## config.mk

```make
export PLATFORM = sky130hd
export DESIGN_NAME = grn_gen
export DESIGN_NICKNAME = d
export VERILOG_FILES = /design/src/rtl/grn_pkg.sv /design/src/rtl/grn_fix2fp.sv /design/src/rtl/grn_gen.sv
export SDC_FILE = /design/constraint.sdc
export NUM_CORES = 1
export LEC_CHECK = 0
export CAP_MARGIN = 20
export CORE_ASPECT_RATIO = 1.1
export CORE_UTILIZATION = 55
export CTS_CLUSTER_DIAMETER = 80
export DETAILED_ROUTE_END_ITERATION = 12
export PLACE_DENSITY_LB_ADDON = 0.3
export SLEW_MARGIN = 40
export SYNTH_ARGS = -nofsm -noshare
export SYNTH_HDL_FRONTEND = slang
export SYNTH_SLANG_ARGS = --single-unit
```

## constraint.sdc

```tcl
create_clock -name clk -period 5.1 [get_ports clk]
set_input_delay 1.53 -clock clk [delete_from_list [all_inputs] [get_ports clk]]
set_output_delay 1.53 -clock clk [all_outputs]
set_load 0.02 [all_outputs]
```

## src/rtl/grn_pkg.sv

```systemverilog
// Shared constants and helpers for the Gaussian random number generator:
// taus88 parameters, seeding constants and CLT/float conversion constants.
package grn_pkg;

  localparam logic [31:0] TAUS_M1 = 32'hFFFF_FFFE;
  localparam logic [31:0] TAUS_M2 = 32'hFFFF_FFF8;
  localparam logic [31:0] TAUS_M3 = 32'hFFFF_FFF0;

  // Shift triples per component: (mask shift, feedback shift, right shift)
  localparam int unsigned S1_K = 12, S1_Q = 13, S1_S = 19;
  localparam int unsigned S2_K = 4,  S2_Q = 2,  S2_S = 25;
  localparam int unsigned S3_K = 17, S3_Q = 3,  S3_S = 11;

  localparam logic [31:0] SEED_X2  = 32'h9E37_79B9;
  localparam logic [31:0] SEED_X3  = 32'h7F4A_7C15;
  localparam logic [31:0] SEED_OR1 = 32'h0000_0002;
  localparam logic [31:0] SEED_OR2 = 32'h0000_0008;
  localparam logic [31:0] SEED_OR3 = 32'h0000_0010;

  localparam logic signed [20:0] CLT_OFFSET       = 21'sd393210;
  localparam int unsigned        WORDS_PER_SAMPLE = 6;
  localparam logic [7:0]         EXP_BIAS_ADJ     = 8'd111;

  function automatic logic [31:0] taus_step(input logic [31:0] s, input logic [31:0] mask,
                                            input int unsigned k, input int unsigned q,
                                            input int unsigned sh);
    return ((s & mask) << k) ^ (((s << q) ^ s) >> sh);
  endfunction

  // The OR-ed bits keep every component above its taus88 minimum for any seed
  function automatic logic [31:0] seed_s1(input logic [31:0] sd);
    return sd | SEED_OR1;
  endfunction

  function automatic logic [31:0] seed_s2(input logic [31:0] sd);
    return (sd ^ SEED_X2) | SEED_OR2;
  endfunction

  function automatic logic [31:0] seed_s3(input logic [31:0] sd);
    return (sd ^ SEED_X3) | SEED_OR3;
  endfunction

endpackage

```

## src/rtl/grn_fix2fp.sv

```systemverilog
// Exact conversion of a signed Q4.16 value (|x| < 2^19 LSBs) to IEEE-754
// single precision. Combinational; the caller registers the result.
module grn_fix2fp
  import grn_pkg::*;
(
  input  logic signed [20:0] fix_in,
  output logic [31:0]        fp_out
);

  logic        sign;
  logic [19:0] mag;
  logic [4:0]  p;
  logic [7:0]  exp_f;
  logic [22:0] mant;

  always_comb begin
    sign  = fix_in[20];
    mag   = 20'(sign ? -fix_in : fix_in);
    p     = 5'd0;
    for (int i = 0; i < 20; i++) begin
      if (mag[i]) p = 5'(i);
    end
    exp_f = EXP_BIAS_ADJ + {3'b000, p};
    // Shifting within 23 bits drops the implicit leading one
    mant  = 23'({3'b000, mag} << (5'd23 - p));
    if (mag == 20'd0) fp_out = 32'h0000_0000;
    else              fp_out = {sign, exp_f, mant};
  end

endmodule

```

## src/rtl/grn_gen.sv

```systemverilog
// taus88 uniform source, 12-halfword CLT accumulator, centring and float
// output stage producing approximately N(0,1) single-precision samples.
module grn_gen
  import grn_pkg::*;
(
  input  logic        clk,
  input  logic        nreset,
  input  logic        seed_load,
  input  logic [31:0] seed,
  input  logic        run,
  output logic        grn_valid,
  output logic [31:0] grn_dout,
  output logic [31:0] sample_cnt
);

  logic [31:0]        s1, s2, s3;
  logic [31:0]        s1_n, s2_n, s3_n;
  logic [31:0]        w;
  logic               w_valid;
  logic [19:0]        acc, acc_base, acc_sum;
  logic [2:0]         phase;
  logic               acc_full;
  logic signed [20:0] c;
  logic               c_valid;
  logic [31:0]        fp;

  assign s1_n = taus_step(s1, TAUS_M1, S1_K, S1_Q, S1_S);
  assign s2_n = taus_step(s2, TAUS_M2, S2_K, S2_Q, S2_S);
  assign s3_n = taus_step(s3, TAUS_M3, S3_K, S3_Q, S3_S);

  // The cycle that centres a finished sum also starts the next sum from zero
  assign acc_base = acc_full ? 20'd0 : acc;
  assign acc_sum  = acc_base + {4'h0, w[31:16]} + {4'h0, w[15:0]};

  grn_fix2fp u_fix2fp (
    .fix_in (c),
    .fp_out (fp)
  );

  always_ff @(posedge clk or negedge nreset) begin
    if (!nreset) begin
      s1         <= seed_s1(32'h0);
      s2         <= seed_s2(32'h0);
      s3         <= seed_s3(32'h0);
      w          <= 32'h0;
      w_valid    <= 1'b0;
      acc        <= 20'd0;
      phase      <= 3'd0;
      acc_full   <= 1'b0;
      c          <= 21'sd0;
      c_valid    <= 1'b0;
      grn_valid  <= 1'b0;
      grn_dout   <= 32'h0;
      sample_cnt <= 32'h0;
    end else if (seed_load) begin
      s1         <= seed_s1(seed);
      s2         <= seed_s2(seed);
      s3         <= seed_s3(seed);
      w_valid    <= 1'b0;
      acc        <= 20'd0;
      phase      <= 3'd0;
      acc_full   <= 1'b0;
      c_valid    <= 1'b0;
      grn_valid  <= 1'b0;
      sample_cnt <= 32'h0;
    end else begin
      if (run) begin
        s1 <= s1_n;
        s2 <= s2_n;
        s3 <= s3_n;
        w  <= s1_n ^ s2_n ^ s3_n;
      end
      w_valid  <= run;

      // A word captured just before a stall is still added, so none is lost
      acc_full <= 1'b0;
      if (w_valid) begin
        acc <= acc_sum;
        if (phase == 3'(WORDS_PER_SAMPLE - 1)) begin
          phase    <= 3'd0;
          acc_full <= 1'b1;
        end else begin
          phase <= phase + 3'd1;
        end
      end else if (acc_full) begin
        acc <= 20'd0;
      end

      c_valid <= acc_full;
      if (acc_full) c <= $signed({1'b0, acc}) - CLT_OFFSET;

      grn_valid <= c_valid;
      if (c_valid) begin
        grn_dout   <= fp;
        sample_cnt <= sample_cnt + 32'd1;
      end
    end
  end

endmodule

```

---- After elaboration in Yosys (flattened, before gate mapping) ----
Cells that the tools add are included.
W data, S select, Z words.
operators by class
  bitwise logic cells ..................... 11
  equal/unequal tests ..................... 1
  multiplexer cells ....................... 41
  shift operators ......................... 1
  reductions and logical operators ........ 7
  add/sub/neg operators ................... 8
operators by type and width
  cell                      count
  $mux W32                  9
  $xor A32 B32 Y32          5
  $mux W20                  4
  $add A20 B16 Y20          2
  $add A32 B1 Y32 const B   1
  $mux W4                   8
  $xor A32 B13 Y32          1
  $xor A32 B21 Y32          1
  $xor A32 B7 Y32           1
  $shl A20 B5 Y23           1
  $mux W3                   7
  $sub A20 B19 Y21 const B  1
  $logic_not A20 Y1         1
  $mux W5                   4
  $neg A20 Y20              1
  $not A20 Y20              1
  $not A18 Y18              1
  $add A7 B5 Y8 const A     1
  $mux W1                   7
  $reduce_and A2 Y1         3
  $reduce_bool A2 Y1        3
  $sub A5 B5 Y5 const A     1
  $mux W2                   2
  $add A3 B1 Y3 const B     1
  other kinds (2)           2
word-level totals
  bits of input ports ..................... 36
  logic and storage cells ................. 82
  flip-flop bits (word level) ............. 240
  output and inout port bits .............. 65

---- Longest topological paths before layout ----
  depth after elaboration ................. 24
  depth in mapped cells ................... 19
  mapped depth without buffers ............ 18

---- Modules after synthesis ----
Synthesis repeated with hierarchy kept, for this count alone.
unflattened totals
  cell total of the unflattened synthesis .. 1555
  area, all modules ....................... 14619.0 µm²
modules (own cells, without submodules)
  module      seq. area each (µm²)  times used  cells each  area an instance (µm²)
  grn_gen     5850.6                1           1170        12089.1
  grn_fix2fp  0.0                   1           385         2529.9

---- Worst setup path after synthesis ----
Ideal clock, no wire load.
  path kind ............................... register -> register
  from .................................... register c[0]
  to ...................................... register grn_dout[22]
  buffers on the path ..................... 4
  data required time ...................... 4974 ps
  period minus slack after synthesis ...... 4239 ps
  stages on the path, launching flop included .. 17
  data arrival time ....................... 4113 ps
  slack ................................... 861 ps
  setup time .............................. 126 ps
  path through ............................ dfrtp_1 clkbuf_1 inv_1 ha_1 or3b_2 clkbuf_1 o41ai_1 xor2_1 nand4_1 or2_1 nor2b_1 buf_4 ha_1 buf_2 o221ai_1 a311o_1 a221o_1
on the way
  longest elaborated chain between the ends .. 24
  elaborated cells on any way between the ends .. 25
  classes of those cells .................. 2 x add/sub; 1 x shift; 21 x mux; 1 x reduce/logical
ends and longest elaborated chain
  element                 line              RTL
  from (decl)             grn_gen.sv:23     logic signed [20:0] c;
  from (signal assigned)  grn_gen.sv:90     if (acc_full) c <= $signed({1'b0, acc}) - CLT_OFFSET;
  $neg A20 Y20            grn_fix2fp.sv:18  mag = 20'(sign ? -fix_in : fix_in);
  $mux W20 *              grn_fix2fp.sv:18
  $mux W1                 grn_fix2fp.sv:21  if (mag[i]) p = 5'(i);
  $mux W2 (2 in a row)    grn_fix2fp.sv:21
  $mux W3 (4 in a row)    grn_fix2fp.sv:21
  $mux W4 (8 in a row)    grn_fix2fp.sv:21
  $mux W5 (4 in a row)    grn_fix2fp.sv:21
  $sub A5 B5 Y5           grn_fix2fp.sv:25  mant = 23'({3'b000, mag} << (5'd23 - p));
  $shl A20 B5 Y23         grn_fix2fp.sv:25
  $mux W32 *              grn_fix2fp.sv:26  if (mag == 20'd0) fp_out = 32'h0000_0000;
  to (signal assigned)    grn_gen.sv:94     grn_dout <= fp;
  to (decl)               grn_gen.sv:12     output logic [31:0] grn_dout,
Mark *: on every way between the ends. The rest lies on a longest branch, timed or not.
A chain may end at the register's enable or synchronous reset.

---- Worst setup path in the final report ----
  from .................................... register c[1]
  to ...................................... register grn_dout[9]
The elaborated chain is that of the path after synthesis.

==> run_results.csv <==
group,metric,value,unit
power,combPwrFrac,30.3,%
grt,grtUsageTotal,26.86,%
floorplanning,dieArea,0.02653,mm^2
power,switching_share,33.30,%
floorplanning,die_h,170.7,um
power,ir_drop,0.2839,mV
synthesis,synth_largest_area_cell,"dfrtp_1",
power,p_leak,6.916,nW
floorplanning,io-pin-count,101,
finish,n_antenna_cell,0,
synthesis,synthArstFlopShare,100.0,%
grt,gr-total-overflow,0,
synthesis,postSynthAreaPerCell,9.342,um^2
placement,post-place-ws,0.3716,ns
synthesis,synth_fp_nets,1600,
timing,fin_crit_sh,93.28,%
clock_network,cts.sinks,232,
finish,layout-drive-gt1-share,9.542,%
grt,grt_max_degree,166,
clock_network,cts_resized,0,
drt,totalWireLength,35010,um
power,power_frac_clock,30.2,%
drt,dr.pass1.iters,7,
timing,drv_slew,0,
setup_path,cp_num_buf_inv,1,
timing,max_slew_margin,50.92,%
setup_path,max_stage_delay,0.63,ns
synthesis,ys_types,77,
finish,areaGrowthSynthToFinish,14.32,%
drt,wl_per_cell,18.06,um
setup_path,cpMaxStageDelayCell,"or3b_2",
placement,port_buffers,98,
placement,routabilityCongestion,0.9518,
power,p_int,4.003,mW
setup_path,crit_type,"reg2reg",
setup_path,cp_cell_sequence,"inv_1 > ha_1 > or3b_2 > or3_4 > o41ai_4 > xor2_2 > nor3b_4 > o2111ai_2 > nand2_4 > mux4_1 > and3_1 > o31a_1 > a221o_1",
floorplanning,die_w,155.4,um
synthesis,yosysSeqAreaShare,41.09,%
timing,clock.fmax,210.2,MHz
grt,antenna_found_initial,0,
setup_path,arrival,5.18,ns
setup_path,required,5.52,ns
floorplanning,rows,61,
clock_network,cts_max_level,1,
timing,setup-tns-final,0,ns
setup_path,start_kind,"flip-flop",
grt,grt_pass1_vias,10790,
timing,period_minus_slack,4.758,ns
synthesis,yosysMostFrequentCell,"dfrtp_1",
clock_network,cts_tree,"done",
clock_network,cts_setup_buffers,0,
clock_network,numCtsBuffers,25,
setup_path,worstPathMaxFanout,24,
synthesis,synth-edff-count,0,
synthesis,ys.flop_type,"dfrtp_1",
timing,worstMarginPinSlew,0.7336,ns
timing,final.setup_skew,0.01728,ns
clock_network,cts_root_buf,"clkbuf_16",
floorplanning,start_util,56.19,%
finish,fin_nets,1650,
timing,layout_setup_ws,0.3425,ns
synthesis,synthTopCellsByCount,"dfrtp_1, nand2_1, o21ai_0",
synthesis,yosys_warnings,0,
min_path,timing.hold.worst.class,"reg2reg",
clock_network,clk_latency,0.53,ns
drt,drtAntennaViolNets,0,
synthesis,synthTopCellsByArea,"dfrtp_1, dfstp_2, xnor2_1",
setup_path,cp-end-kind,"flip-flop",
drt,vias,11270,
synthesis,syn_area,0.01424,mm^2
synthesis,netlist_instances,1524,
power,seq_power_share,39.4,%
grt,grt_pass1_wl,56840,um
clock_network,clk_pin_slew,0.06,ns
power,powerDensity,368.8,mW/mm^2
timing,rsz0062_at_grt,"false",
flow_run,drv_cap,0,
run_status,status,"finished, final reports clean",
drt,vias_per_cell,5.812,
setup_path,path_delay_family,"simple AND/OR/NAND/NOR gates",
timing,hold_violations,0,
timing,setup_viol,0,
clock_network,cts_buffer_depth,3,
synthesis,yosysTopAreaCellShare,34.45,%
clock_network,hold_buffers,0,
drt,drtIter0Drc,777,
floorplanning,core,0.02534,mm^2
placement,dp_hpwl,25470,um
synthesis,ys_ff_latch,232,
drt,post-route-drc-count,0,
power,power_switching,1.999,mW
[metal layers]
layer | up-vias | track usage [%] | routed length [um]
met3 | 69 | 2.862 | 1485
met1 | 5516 | 34.11 | 14410
met2 | 282 | 47.63 | 18020
met4 | 0 | 9.250 | 1092
met5 | - | 0 | 0
li1 | 5402 | - | -
[power groups by stage]
stage / Combinational, mW / Sequential [mW] / Clock, mW
after floorplan: 1.40 / 2.29 / 0
after global placement: 1.73 / 2.39 / 0
after detailed placement: 1.79 / 2.40 / 0
after CTS: 1.82 / 2.37 / 1.83
after global routing: 2.05 / 2.39 / 1.91
final: 1.82 / 2.37 / 1.81
[per-stage QoR]
| stage | cell area, um^2 | utilization (%) | power, mW | std cells | hold slack, ns |
|---|---|---|---|---|---|
| after floorplan | 14240 | - | 3.695 | 1524 | 0.4458 |
| after global placement | 15410 | 60.83 | 4.122 | 1892 | 0.4622 |
| after detailed placement | 15450 | 60.99 | 4.191 | 1893 | 0.4672 |
| after CTS | 16280 | 64.23 | 6.023 | 1939 | 0.4824 |
| after global routing | 16280 | 64.23 | 6.354 | 1939 | 0.5096 |
| final | 16280 | 64.23 | 6.002 | 1939 | 0.4780 |
[cell usage in the layout (no fill, tap or decap), types with 16 or more instances in the layout]
cell and count:
mux2_2 27, o21a_1 24, nor2_1 109, nand2_1 164
fa_1 17, or3_1 16, dfrtp_1 195, xor2_1 71
and2_1 16, nand3_1 36, a211oi_1 23, inv_1 37
nor2b_1 37, a21oi_1 54, nor3_1 23, ha_1 23
mux2i_1 59, clkdlybuf4s50_1 95, buf_4 16, o21ai_0 150
xnor2_1 107, clkbuf_16 25, dfstp_2 36
[flip-flops by register name (all words and copies together) (netlist names)]
register	count
acc	20
acc_full	1
c	21
c_valid	1
grn_dout	32
grn_valid	1
phase	3
s1	31
s2	29
s3	28
sample_cnt	32
w	32
w_valid	1
[cell type report]
cell class | instances | area (um^2)
Clock buffer | 38 | 724.4
Clock inverter | 8 | 97.59
Fill cell | 2099 | 9064
Inverter | 39 | 148.9
Multi-Input combinational cell | 1159 | 7841
Sequential cell | 232 | 5852
Tap cell | 346 | 432.9
Timing Repair Buffer | 117 | 1179
[logic make-up (layout without fill, tap and decap cells)]
logic type               Yosys count  after routing  share of synthesized area [%]
flip-flops                       232            232                          41.09
adder cells (fa/ha/maj)           40             40                          4.412
AO/OA/AOI/OAI                    377            377                          17.06
buffers and inverters            133            202                          3.911
AND/OR/NAND/NOR                  476            476                          15.99
multiplexers                      87             87                          6.468
XOR/XNOR                         179            179                          11.06
[path summary, 6_finish.rpt]
path	from	endpoint	slack, ns	cells after the start
worst min-delay path	grn_dout[27]	grn_dout[27]	0.48	1
min in group asynchronous	nreset	sample_cnt[14]	0.92	1
worst max-delay path	c[1]	grn_dout[9]	0.34	13
worst min register to register	grn_dout[27]	grn_dout[27]	0.48	1
worst max register to register	c[1]	grn_dout[9]	0.34	13
max in group asynchronous	nreset	c[9]	3.45	2
[worst reg2reg max path, stage by stage (launching register included)]
cell	delay, ns
dfrtp_1	0.47
inv_1	0.12
ha_1	0.31
or3b_2	0.63
or3_4	0.40
o41ai_4	0.25
xor2_2	0.30
nor3b_4	0.38
o2111ai_2	0.25
nand2_4	0.34
mux4_1	0.39
and3_1	0.22
o31a_1	0.28
a221o_1	0.30
Note: power is estimated with default switching activity, not from simulation.
